===== src/rtl/mem_bus_arbiter.sv =====
// Shared data-memory port arbiter for two L1 caches: one transaction at a time, round-robin.
// Optional MEMBUS_WRITE_PRIO_EN: on an IDLE conflict a write beats a read.
module mem_bus_arbiter #(
   parameter int unsigned AW = 8,
   parameter int unsigned DW = 32,
   parameter int unsigned RW = 2
) (
   input  logic          clk,
   input  logic          reset,
   input  logic [RW-1:0] rwFromCacheA,
   input  logic [AW-1:0] addrFromCacheA,
   input  logic [DW-1:0] dataFromCacheA,
   output logic [DW-1:0] dataToCacheA,
   output logic          rdEnToCacheA,
   output logic          wbDoneToCacheA,
   input  logic [RW-1:0] rwFromCacheB,
   input  logic [AW-1:0] addrFromCacheB,
   input  logic [DW-1:0] dataFromCacheB,
   output logic [DW-1:0] dataToCacheB,
   output logic          rdEnToCacheB,
   output logic          wbDoneToCacheB,
   output logic          memReq,
   output logic          memWe,
   output logic [AW-1:0] memAddr,
   output logic [DW-1:0] memWData,
   input  logic [DW-1:0] memRData,
   input  logic          memAck,
   output logic          grantA,
   output logic          grantB
);

   localparam logic [RW-1:0] RwRead  = RW'(1);
   localparam logic [RW-1:0] RwWrite = RW'(2);

   typedef enum logic [1:0] {StIdle, StIssue, StResp, StRelease} state_e;

   state_e        state_q;
   logic          last_b_q;
   logic          mem_req_q, mem_we_q;
   logic [AW-1:0] mem_addr_q;
   logic [DW-1:0] mem_wdata_q, data_a_q, data_b_q;
   logic          rd_en_a_q, rd_en_b_q, wb_done_a_q, wb_done_b_q;
   logic          grant_a_q, grant_b_q;

   logic wr_a, wr_b, req_a, req_b, win_b, owner_idle;

   assign wr_a  = (rwFromCacheA == RwWrite);
   assign wr_b  = (rwFromCacheB == RwWrite);
   assign req_a = wr_a || (rwFromCacheA == RwRead);
   assign req_b = wr_b || (rwFromCacheB == RwRead);

   always_comb begin
      win_b = req_b;
      if (req_a && req_b) begin
`ifdef MEMBUS_WRITE_PRIO_EN
         if (wr_a != wr_b) win_b = wr_b;
         else              win_b = !last_b_q;
`else
         win_b = !last_b_q;
`endif
      end
   end

   // Owner must drop its request before the port is released, blocking double service.
   assign owner_idle = grant_b_q ? !req_b : !req_a;

   always_ff @(posedge clk) begin
      if (!reset) begin
         state_q     <= StIdle;
         last_b_q    <= 1'b1;
         mem_req_q   <= 1'b0;
         mem_we_q    <= 1'b0;
         mem_addr_q  <= '0;
         mem_wdata_q <= '0;
         data_a_q    <= '0;
         data_b_q    <= '0;
         rd_en_a_q   <= 1'b0;
         rd_en_b_q   <= 1'b0;
         wb_done_a_q <= 1'b0;
         wb_done_b_q <= 1'b0;
         grant_a_q   <= 1'b0;
         grant_b_q   <= 1'b0;
      end else begin
         rd_en_a_q   <= 1'b0;
         rd_en_b_q   <= 1'b0;
         wb_done_a_q <= 1'b0;
         wb_done_b_q <= 1'b0;
         unique case (state_q)
            StIdle: begin
               if (req_a || req_b) begin
                  grant_a_q   <= !win_b;
                  grant_b_q   <= win_b;
                  mem_we_q    <= win_b ? wr_b : wr_a;
                  mem_addr_q  <= win_b ? addrFromCacheB : addrFromCacheA;
                  mem_wdata_q <= win_b ? dataFromCacheB : dataFromCacheA;
                  mem_req_q   <= 1'b1;
                  state_q     <= StIssue;
               end
            end
            StIssue: begin
               if (memAck) begin
                  mem_req_q <= 1'b0;
                  state_q   <= StResp;
                  if (mem_we_q) begin
                     wb_done_a_q <= grant_a_q;
                     wb_done_b_q <= grant_b_q;
                  end else if (grant_b_q) begin
                     rd_en_b_q <= 1'b1;
                     data_b_q  <= memRData;
                  end else begin
                     rd_en_a_q <= 1'b1;
                     data_a_q  <= memRData;
                  end
               end
            end
            StResp: state_q <= StRelease;
            StRelease: begin
               if (owner_idle) begin
                  last_b_q  <= grant_b_q;
                  grant_a_q <= 1'b0;
                  grant_b_q <= 1'b0;
                  state_q   <= StIdle;
               end
            end
            default: state_q <= StIdle;
         endcase
      end
   end

   assign memReq         = mem_req_q;
   assign memWe          = mem_we_q;
   assign memAddr        = mem_addr_q;
   assign memWData       = mem_wdata_q;
   assign dataToCacheA   = data_a_q;
   assign dataToCacheB   = data_b_q;
   assign rdEnToCacheA   = rd_en_a_q;
   assign rdEnToCacheB   = rd_en_b_q;
   assign wbDoneToCacheA = wb_done_a_q;
   assign wbDoneToCacheB = wb_done_b_q;
   assign grantA         = grant_a_q;
   assign grantB         = grant_b_q;

endmodule


===== config.mk =====
export PLATFORM = sky130hd
export DESIGN_NAME = mem_bus_arbiter
export DESIGN_NICKNAME = d
export VERILOG_FILES = /design/src/rtl/mem_bus_arbiter.sv
export SDC_FILE = /design/constraint.sdc
export NUM_CORES = 1
export LEC_CHECK = 0
export BUFFER_PORTS_ARGS = -buffer_cell sky130_fd_sc_hd__buf_2
export CELL_PAD_IN_SITES_DETAIL_PLACEMENT = 1
export CELL_PAD_IN_SITES_GLOBAL_PLACEMENT = 2
export CORE_AREA = 3 3 152 154
export DETAILED_ROUTE_END_ITERATION = 16
export DIE_AREA = 0 0 155 157
export PLACE_DENSITY = 0.79
export REMOVE_ABC_BUFFERS = 1
export SLEW_MARGIN = 10
export SYNTH_ARGS = -nofsm -noshare
export SYNTH_HDL_FRONTEND = slang
export SYNTH_SLANG_ARGS = --single-unit

===== constraint.sdc =====
create_clock -name clk -period 1.65 [get_ports clk]
set_input_delay 0.495 -clock clk [delete_from_list [all_inputs] [get_ports clk]]
set_output_delay 0.495 -clock clk [all_outputs]
set_load 0.05 [all_outputs]

==> results of run 1 <==
[cell type report]
type                    count  area, sq um  area share [%]
flip-flops and latches    115         2310            31.9
well taps                 280          350            4.84
clock buffers              23          468            6.47
inverters                   7         26.3           0.363
multi-input cells         409         2400            33.1
repair buffers            258         1580            21.8
clock inverters             9          105            1.45
[report_power, final]
part | leakage (nW) | total (W) | internal, W | switching, W
clock network | 0.281 | 0.00363 | 0.00230 | 0.00133
logic | 1.95 | 0.00506 | 0.00149 | 0.00357
registers | 0.941 | 0.00374 | 0.00339 | 0.000353
[what timing repair did]
item | 4_1_cts | 5_1_grt
buffers inserted | 0 | 2
gates cloned | 0 | 2
setup endpoints to repair | 2 | 28
pin swaps | 0 | 0
hold buffers | 0 | 0
gates resized for setup | 3 | 5
[registers in the layout (all words and copies together) (netlist names)]
name / cells
wbDoneToCacheB: 1
grantB: 1
state_q: 2
memWData: 32
wbDoneToCacheA: 1
memAddr: 8
memReq: 1
dataToCacheB: 32
last_b_q: 1
memWe: 1
grantA: 1
rdEnToCacheB: 1
rdEnToCacheA: 1
dataToCacheA: 32
[per-layer routing]
metal / track usage (%) / up-vias
met2: 22.8 / 186
met4: 3.49 / 4
met3: 6.16 / 14
met1: 16.9 / 2348
li1: - / 2483
met5: 0 / -
[synthesized netlist by cell type]
| library cell | count |
|---|---|
| inv_1 | 7 |
| o21ai_0 | 86 |
| nand2_1 | 137 |
| and4bb_2 | 1 |
| a21boi_0 | 7 |
| buf_4 | 3 |
| buf_6 | 5 |
| nor2b_4 | 1 |
| dfxtp_1 | 115 |
| nor2_1 | 3 |
| a221oi_2 | 1 |
| o221ai_1 | 1 |
| buf_2 | 24 |
| a21boi_1 | 59 |
| mux2i_1 | 4 |
| and2_1 | 2 |
| and3_1 | 3 |
| nand3_1 | 1 |
| nand4_1 | 1 |
| clkbuf_1 | 25 |
| buf_1 | 1 |
| nor3b_1 | 1 |
| nor3_1 | 1 |
| a21boi_2 | 1 |
| or3b_1 | 41 |
| ha_1 | 7 |
| nand4bb_1 | 1 |
| nor2b_1 | 2 |
| a31oi_1 | 41 |
| a21oi_1 | 4 |
| and4b_1 | 1 |
| o32ai_1 | 1 |
| nand4b_1 | 1 |
[layout by cell type, fill, tap and decap left out, drive strengths merged]
master | synthesis | layout
and4b | 1 | 1
and2 | 2 | 2
inv | 7 | 7
and4bb | 1 | 1
o221ai | 1 | 1
nor2 | 3 | 3
a21oi | 4 | 4
nand4 | 1 | 1
nand3 | 1 | 1
clkbuf | 25 | 25
nand2 | 137 | 137
dfxtp | 115 | 115
clkinvlp | 0 | 1
o32ai | 1 | 1
a31oi | 41 | 41
o21ai | 86 | 86
nor3 | 1 | 1
a21boi | 67 | 67
ha | 7 | 7
mux2i | 4 | 4
nand4bb | 1 | 1
and3 | 3 | 3
or3b | 41 | 41
bufinv | 0 | 2
a221oi | 1 | 1
nand4b | 1 | 1
buf | 33 | 256
nor2b | 3 | 3
clkinv | 0 | 6
nor3b | 1 | 1
[cells by family (layout without fill, tap and decap cells)]
group                    after synthesis  in the layout  synth area share, %
multiplexers                           4              4                0.800
adder cells (fa/ha/maj)                7              7                 1.75
buffers and inverters                 65            297                 6.45
AND/OR/NAND/NOR                      197            197                 20.1
flip-flops                           115            115                 46.0
AO/OA/AOI/OAI                        201            201                 24.9
[worst min-delay path, delay by kind of cell]
family,cells,cell delay [ps]
buf+inv,1,100
compound gates,1,50
simple gates,1,50
[path summary, 6_finish.rpt]
kind               startpoint               end  slack [ps]  cells after the start
min reg2reg  dataToCacheA[26]  dataToCacheA[26]         450                      2
max           rwFromCacheA[0]       memWData[7]          40                      9
min               memRData[6]   dataToCacheB[6]         340                      3
max reg2reg        state_q[1]       memWData[7]          90                      7
[per-stage QoR]
step           power (W)  utilization (%)  setup slack [ps]
4_1_cts           0.0123             32.7              19.7
6_report          0.0124             33.1              41.4
5_1_grt           0.0132             33.1             -6.13
2_1_floorplan    0.00695                -             -1790
3_3_place_gp     0.00855             30.0              -253
3_5_place_dp     0.00861             30.0              -360
==> metrics.yaml, run 1 <==
synth:
  synthesis.instances: 589
  ys_types: 33
  syn_area_sq_mm: 0.00501
  ys_top_cells_by_area: "dfxtp_1 (46%), nand2_1 (10%), a21boi_1 (8.8%)"
  syn_area_per_cell_sq_um: 8.50
  yosysWarnings: 0
  yosys_register_bits: 115
  yosys.area.top_type: "dfxtp_1"
  synth_top_cell_area_share_pct: 46.0
  yosysSeqAreaShare_pct: 46.0
final_layout:
  n_antenna_cell: 0
  stdcell_count: 1101
  design_area_sq_mm: 0.00723
  final_nets: 934
  synthToLayoutAreaGrowth_pct: 44.4
  nFillCells: 2662
  drive_gt1_share_pct: 36.1
critical_path:
  critical_path.max_stage_delay_ps: 370
  critPathKind: "primary input to flop"
  critPathMostFrequentCell: "buf_12"
  start_kind: "primary input"
  worstPathMaxFanout: 32
  critical-path-top-delay-family: "buffers and inverters"
  cp.buffers_inverters: 6
  cp.required_ps: 1940
  cp_cell_sequence: "buf_2, inv_1, ha_1, buf_4, a21boi_4, buf_12, buf_12, clkbuf_16, a31oi_1"
  slowest_stage: "ha_1"
  critPathArrivalTime_ps: 1900
  crit_path_end_kind: "flop"
routing:
  dr.pass1.iters: 4
  top_layer: "met5"
  drt-total-wl_mm: 17.8
  met1_length_mm: 7.79
  dr_wl_met2_mm: 8.17
  drtIter0Drc: 149
  post_drt_wl_per_cell_um: 16.1
  drcViolationCount: 0
  wl_met3_mm: 1.61
  num_vias: 5035
  final_antenna_net_count: 0
  via_per_inst: 4.57
power_and_ir_drop:
  peakVddDrop_mv: 0.710
  power.density_mw_per_mm2: 1720
  p_leak_nw: 3.17
die:
  start_util_pct: 22.9
  chipHeight_um: 157
  io_pins: 231
  core_sq_mm: 0.0218
  die_area_sq_mm: 0.0243
  die_w_um: 155
  rows: 54
status:
  status: "completed"
clocking:
  cts_made_buffers: 17
  cts_root_buf: "clkbuf_16"
  clk_pin_slew_ps: 60
  clk_latency_ps: 410
  clock-sinks: 115
  htree_num_levels: 4
  cts_tree: "done"
  clock_path_buffers: 2
global_routing:
  grt_pass1_vias: 4964
  grt_pass1_wl_mm: 27.0
  track_usage_pct: 13.9
  grt_max_degree: 66
  overflow: 0
  antenna_found_initial: 2
place:
  dp.cells: 1065
  portBuffers: 230
  dp_hpwl_mm: 12.0
  gp_congestion: 0.764
  placed_area_sq_mm: 0.00655
sta:
  hold_viol_final: 0
  fin_crit_ps: 1610
  tns_ps: 0
  maxSlewViolCount: 0
  worst_slew_pin_slew_ps: 340
  fmax_mhz: 622
  setup_violations: 0
  fin_crit_sh_pct: 97.5
  whs_ps: 335
  finClkSkew_ps: 12.6
  slew_headroom_pct: 77.3
run:
  cap_violations: 0
min_path:
  hold_path_class: "primary input to flop"
Note: power is estimated with default switching activity, not from simulation.
==> inputs of run 2 (changes only) <==
Settings changed: CORE_AREA 3 3 152 154 to 2 2 151 153, DIE_AREA 0 0 155 157 to 0 0 153 155, REMOVE_ABC_BUFFERS 1 to not set.
Clock period 1.65 ns to 1.4 ns, I/O delays scaled along.
==> run 2 against run 1 <==
The flow now finishes with violations (setup timing). Utilization is 5.3 points higher. Die area is 2.5% lower. Power is 35% higher. Register-to-register slack worse by 100 ps. Largest cell class unchanged. Highest routed layer is now met4.
==> metrics.yaml, run 2 (synthesized netlist as in run 1, its figures left out) <==
routing:
  via_per_inst: 4.61  # was 4.57
  final_antenna_net_count: 0  # unchanged
  drcViolationCount: 0  # unchanged
  num_vias: 5206  # was 5,035
  drtIter0Drc: 187  # was 149
  post_drt_wl_per_cell_um: 17.0  # was 16.1 um
  dr.pass1.iters: 4  # unchanged
  drt-total-wl_mm: 19.2  # was 17.8 mm
final_layout:
  final_common_cell: "nand2_1"  # was buf_2
  n_antenna_cell: 0  # unchanged
  final_core_util_pct: 38.4  # was 33.1%
  design_area_sq_mm: 0.00854  # was 0.00723 sq mm
  nFillCells: 2567  # was 2,662
  final_nets: 958  # was 934
  synthToLayoutAreaGrowth_pct: 70.5  # was 44.4%
  drive_gt1_share_pct: 45.2  # was 36.1%
  most-common-layout-cells: "nand2_1 (121), buf_2 (117), dfxtp_1 (94)"  # was buf_2 (228), nand2_1 (137), dfxtp_1 (112)
  multi_input_area_sq_mm: 0.00265  # was 0.00240 sq mm
  regArea_sq_mm: 0.00234  # was 0.00231 sq mm
clocking:
  cts_root_buf: "clkbuf_16"  # unchanged
  clk_pin_slew_ps: 60  # about the same
  clk_latency_ps: 410  # about the same
  clock_path_buffers: 2  # unchanged
  cts_hold_buf: 0  # unchanged
  cts_tree: "done"  # unchanged
  clock-sinks: 115  # unchanged
  cts_made_buffers: 17  # unchanged
  htree_num_levels: 4  # unchanged
critical_path:
  crit_path_end_kind: "flop"  # unchanged
  worstPathMaxFanout: 6  # was 32
  start_kind: "flop"  # was primary input
  critPathArrivalTime_ps: 1730  # was 1900 ps
  critPathKind: "flop to flop"  # was primary input to flop
  startpoint: "state_q[0]"  # was rwFromCacheA[0]
  rr_startpoint: "state_q[0]"  # was state_q[1]
  reg2reg_depth: 7  # unchanged
  cp-endpoint: "memWData[1]"  # was memWData[7]
  cp.required_ps: 1720  # was 1940 ps
  rr_endpoint: "memWData[1]"  # was memWData[7]
  reg2reg_slack_ps: -10  # was 90 ps
die:
  die_w_um: 153  # was 155 um
  io_pins: 231  # unchanged
  chipHeight_um: 155  # was 157 um
  core_sq_mm: 0.0222  # was 0.0218 sq mm
  rows: 55  # was 54
  start_util_pct: 22.5  # was 22.9%
  die_area_sq_mm: 0.0237  # was 0.0243 sq mm
global_routing:
  grt_pass1_vias: 5170  # was 4,964
  overflow: 0  # unchanged
  use_met3_pct: 5.04  # was 6.16%
  track_usage_pct: 14.5  # was 13.9%
  grt_max_degree: 54  # was 66
  grtUsageMet2_pct: 24.6  # was 22.8%
  grt.busiest_layer: "met2"  # unchanged
  antenna_found_initial: 0  # was 2
  grt_pass1_wl_mm: 27.5  # was 27.0 mm
  met1_usage_pct: 17.9  # was 16.9%
place:
  gp_congestion: 0.718  # was 0.764
  placed_area_sq_mm: 0.00664  # was 0.00655 sq mm
  portBuffers: 230  # unchanged
  dp_hpwl_mm: 11.8  # was 12.0 mm
sta:
  finClkSkew_ps: 6.73  # was 12.6 ps
  hold_viol_final: 0  # unchanged
  rsz0062_at_grt: "yes"
  setup_violations: 3  # was 0
  slew_headroom_pct: 81.0  # was 77.3%
  tns_ps: -14.9  # was 0 ps
  fmax_mhz: 709
  worst_slew_pin_slew_ps: 278  # was 340 ps
  layout_setup_ws_ps: -9.89  # was 41.4 ps
  maxSlewViolCount: 0  # unchanged
  fin_crit_ps: 1410
  fin_crit_sh_pct: 101
synth:
  synth_nets: 715
power_and_ir_drop:
  p_int_w: 0.0101  # was 0.00717 W
  p_leak_nw: 3.58  # was 3.17 nW
  seq_power_share_pct: 27.2  # was 30.1%
  netSwitchingPower_w: 0.00672  # was 0.00526 W
  power_frac_comb_pct: 45.8  # was 40.7%
  power_frac_clock_pct: 27.0  # was 29.2%
  switching_share_pct: 40.0  # was 42.3%
  total_power_w: 0.0168  # was 0.0124 W
  peakVddDrop_mv: 0.757  # was 0.710 mV
  power.density_mw_per_mm2: 1970  # was 1720 mW/mm^2
run:
  cap_violations: 0  # unchanged
status:
  violations: "setup timing"
  status: "finished with violations"  # was completed
min_path:
  hold_path_class: "primary input to flop"  # unchanged
## run 2: stage by stage
step	instances	hold slack (ps)	setup WS, ps
after global placement	1075	438	-303
final	1130	259	-9.89
after detailed placement	1075	444	-342
after global routing	1130	237	-64.5
after CTS	1114	237	-0.0743
after floorplan	589	468	-122
## run 2: what timing repair did
| item | 4_1_cts | 5_1_grt |
|---|---|---|
| gates cloned | 3 | 10 |
| endpoints found under the setup margin | 170 | 188 |
| endpoints found under the hold margin | 0 | 0 |
| gates resized for setup | 143 | 151 |
| pin swaps | 2 | 27 |
| buffers inserted | 4 | 7 |
## run 2: worst min-delay path by stage
stage / end / from / cells past startpoint
2_1_floorplan: state_q[1] / state_q[1] / 2
3_3_place_gp: dataToCacheB[4] / dataToCacheB[4] / 2
3_5_place_dp: dataToCacheA[2] / dataToCacheA[2] / 2
4_1_cts: dataToCacheB[2] / memRData[2] / 3
5_1_grt: dataToCacheA[6] / memRData[6] / 3
6_report: dataToCacheA[6] / memRData[6] / 3
## run 2: layer usage
layer  share of wire, %  wire length [um]  up-vias
met5                  0                 0        -
met4               0.53               102        0
met3                7.1              1370        8
met2                 48              9220      178
met1                 44              8540     2484
li1                   -                 -     2536
## run 2: area by class of cell
class                      instances  area share, %
clock buffer                      20           5.35
timing repair buffer             282           29.7
clock inverter                    12           1.80
sequential                       115           27.4
inverter                           7          0.542
tap                              285           4.18
multi-input combinational        409           31.1
## run 2: worst max-delay path, cell delays in order, from the launching register on
cell	delay, ps
dfxtp_4	360
inv_4	70
ha_4	140
a21boi_4	190
buf_8	180
clkbuf_16	160
o21ai_0	70
a31oi_1	150
## run 2: power groups by stage
| stage | clock [W] | sequential, W | combinational (W) |
|---|---|---|---|
| 4_1_cts | 0.00468 | 0.00445 | 0.00690 |
| 3_3_place_gp | 0 | 0.00441 | 0.00581 |
| 6_report | 0.00454 | 0.00458 | 0.00770 |
| 3_5_place_dp | 0 | 0.00443 | 0.00586 |
| 2_1_floorplan | 0 | 0.00672 | 0.00188 |
| 5_1_grt | 0.00482 | 0.00467 | 0.00817 |
==> inputs of run 3 (changes only) <==
Settings changed: CORE_AREA 2 2 151 153 to 2 2 194 120, DIE_AREA 0 0 153 155 to 0 0 196 122.
==> run 3 against run 2 <==
The flow still finishes with violations (setup timing). Clock power fell by 4%. Power rose by 3.9%. Register-to-register slack got worse by 20 ps. Sequential share of layout area fell by 0.42 points. Combinational power rose by 8.3%. Sequential power rose by 3%. Final area rose by 4.3%. Count of clock-buffer cells in the layout rose by 4. Largest cell class unchanged.
==> metrics.yaml, run 3 (synthesized netlist as in run 1, its figures left out) <==
final_layout:
  nFillCells: 2522  # was 2,567
  design_area_sq_mm: 0.00890  # was 0.00854 sq mm
  n_antenna_cell: 0  # unchanged
  final_common_cell: "buf_2"  # was nand2_1
  most-common-layout-cells: "buf_2 (118), nand2_1 (117), buf_6 (108)"  # was nand2_1 (121), buf_2 (117), dfxtp_1 (94)
  drive_gt1_share_pct: 54.2  # was 45.2%
  final_core_util_pct: 39.8  # was 38.4%
  final_nets: 958  # unchanged
  synthToLayoutAreaGrowth_pct: 77.8  # was 70.5%
sta:
  maxSlewViolCount: 0  # unchanged
  fmax_mhz: 701  # was 709 MHz
  finClkSkew_ps: 8.74  # was 6.73 ps
  layout_setup_ws_ps: -25.9  # was -9.89 ps
  hold_viol_final: 0  # unchanged
  tns_ps: -158  # was -14.9 ps
  setup_violations: 15  # was 3
  worst_slew_pin_slew_ps: 345  # was 278 ps
  slew_headroom_pct: 76.8  # was 81.0%
  fin_crit_ps: 1430  # was 1410 ps
  rsz0062_at_grt: "yes"  # unchanged
  fin_crit_sh_pct: 102  # was 101%
  whs_ps: 247  # was 259 ps
die:
  die_area_sq_mm: 0.0239  # was 0.0237 sq mm
  core_sq_mm: 0.0224  # was 0.0222 sq mm
  start_util_pct: 22.4  # was 22.5%
  io_pins: 231  # unchanged
  chipHeight_um: 122  # was 155 um
  rows: 43  # was 55
  die_w_um: 196  # was 153 um
power_and_ir_drop:
  power.density_mw_per_mm2: 1960  # was 1970 mW/mm^2
  peakVddDrop_mv: 0.833  # was 0.757 mV
  p_leak_nw: 3.66  # was 3.58 nW
critical_path:
  start_kind: "flop"  # unchanged
  reg2reg_slack_ps: -30  # was -10 ps
  cp.required_ps: 1740  # was 1720 ps
  critPathKind: "flop to flop"  # unchanged
  critPathArrivalTime_ps: 1760  # was 1730 ps
  reg2reg_depth: 7  # unchanged
  crit_path_end_kind: "flop"  # unchanged
  worstPathMaxFanout: 6  # unchanged
place:
  placed_area_sq_mm: 0.00666  # was 0.00664 sq mm
  gp_congestion: 0.755  # was 0.718
  portBuffers: 230  # unchanged
  dp_hpwl_mm: 11.7  # was 11.8 mm
synth:
  synth_nets: 715  # unchanged
clocking:
  clk_latency_ps: 420  # was 410 ps
  clock_path_buffers: 2  # unchanged
  cts_tree: "done"  # unchanged
  cts_root_buf: "clkbuf_16"  # unchanged
  clk_pin_slew_ps: 50  # was 60 ps
  htree_num_levels: 4  # unchanged
  clock-sinks: 115  # unchanged
  cts_made_buffers: 17  # unchanged
min_path:
  hold_path_class: "primary input to flop"  # unchanged
  holdPathStages: 3  # unchanged
routing:
  drcViolationCount: 0  # unchanged
  via_per_inst: 4.56  # was 4.61
  post_drt_wl_per_cell_um: 17.1  # was 17.0 um
  final_antenna_net_count: 0  # unchanged
  drtIter0Drc: 170  # was 187
  drt-total-wl_mm: 19.5  # was 19.2 mm
  num_vias: 5181  # was 5,206
  dr.pass1.iters: 4  # unchanged
global_routing:
  grt_max_degree: 63  # was 54
  grt_pass1_wl_mm: 28.0  # was 27.5 mm
  overflow: 0  # unchanged
  track_usage_pct: 15.0  # was 14.5%
  antenna_found_initial: 0  # unchanged
  grt_pass1_vias: 5109  # was 5,170
status:
  violations: "setup timing"  # unchanged
  status: "finished with violations"  # unchanged
run:
  cap_violations: 0  # unchanged
[run 3: cell count changes in the layout (fill, tap and decap cells not counted), moves of 5 or more]
cell      delta
buf_12       +5
dfxtp_1     -48
o21ai_1      +6
o21ai_0     -26
dfxtp_2     +47
a21boi_1     -5
buf_6       +26
o21ai_2     +19
buf_4       -33
[run 3: worst max-delay path, cell delays in order, from the launching register on]
cell       delay (ps)
dfxtp_4           390
inv_4              50
ha_4              150
a21boi_4          140
buf_4             140
buf_8             140
clkbuf_16         160
a31oi_1           170
[run 3: repair_timing]
action / in CTS / in global routing
cloned: 5 / 10
hold buffers: 0 / 0
buffers inserted: 7 / 5
resized for setup: 210 / 219
setup endpoints to repair: 219 / 159
pin swaps: 2 / 32
[run 3: final cells by class]
| type | instances | area [sq um] | share of cell area (%) |
|---|---|---|---|
| repair buffers | 282 | 2710 | 30.4 |
| clock buffers | 24 | 492 | 5.52 |
| well taps | 292 | 365 | 4.10 |
| clock inverters | 8 | 98.8 | 1.11 |
| multi-input cells | 409 | 2790 | 31.4 |
| flip-flops and latches | 115 | 2400 | 26.9 |
| inverters | 7 | 46.3 | 0.520 |
[run 3: power breakdown]
group | internal (W) | leakage (nW) | switching (W)
clock network | 0.00280 | 0.287 | 0.00158
logic | 0.00351 | 2.40 | 0.00483
registers | 0.00411 | 0.969 | 0.000625
[run 3: final timing paths]
kind,start,to
hold / removal,memRData[18],dataToCacheA[18]
setup reg to reg,state_q[0],memWData[19]
hold reg to reg,dataToCacheA[0],dataToCacheA[0]
setup / recovery,state_q[0],memWData[19]
[run 3: through the flow]
| stage | setup slack, ps | std cells | total power (W) |
|---|---|---|---|
| after global placement | -299 | 1080 | 0.0102 |
| after CTS | -26.5 | 1124 | 0.0162 |
| after floorplan | -122 | 589 | 0.00860 |
| after detailed placement | -361 | 1080 | 0.0102 |
| after global routing | -88.5 | 1137 | 0.0183 |
| final | -25.9 | 1137 | 0.0175 |
[run 3: metal layers]
metal | routed length, um | GRT usage, % | vias to the layer above
met3 | 1280 | 5.84 | 12
met1 | 9820 | 20.5 | 2483
li1 | - | - | 2548
met2 | 8240 | 21.9 | 138
met5 | 0 | 0 | -
met4 | 146 | 4.12 | 0
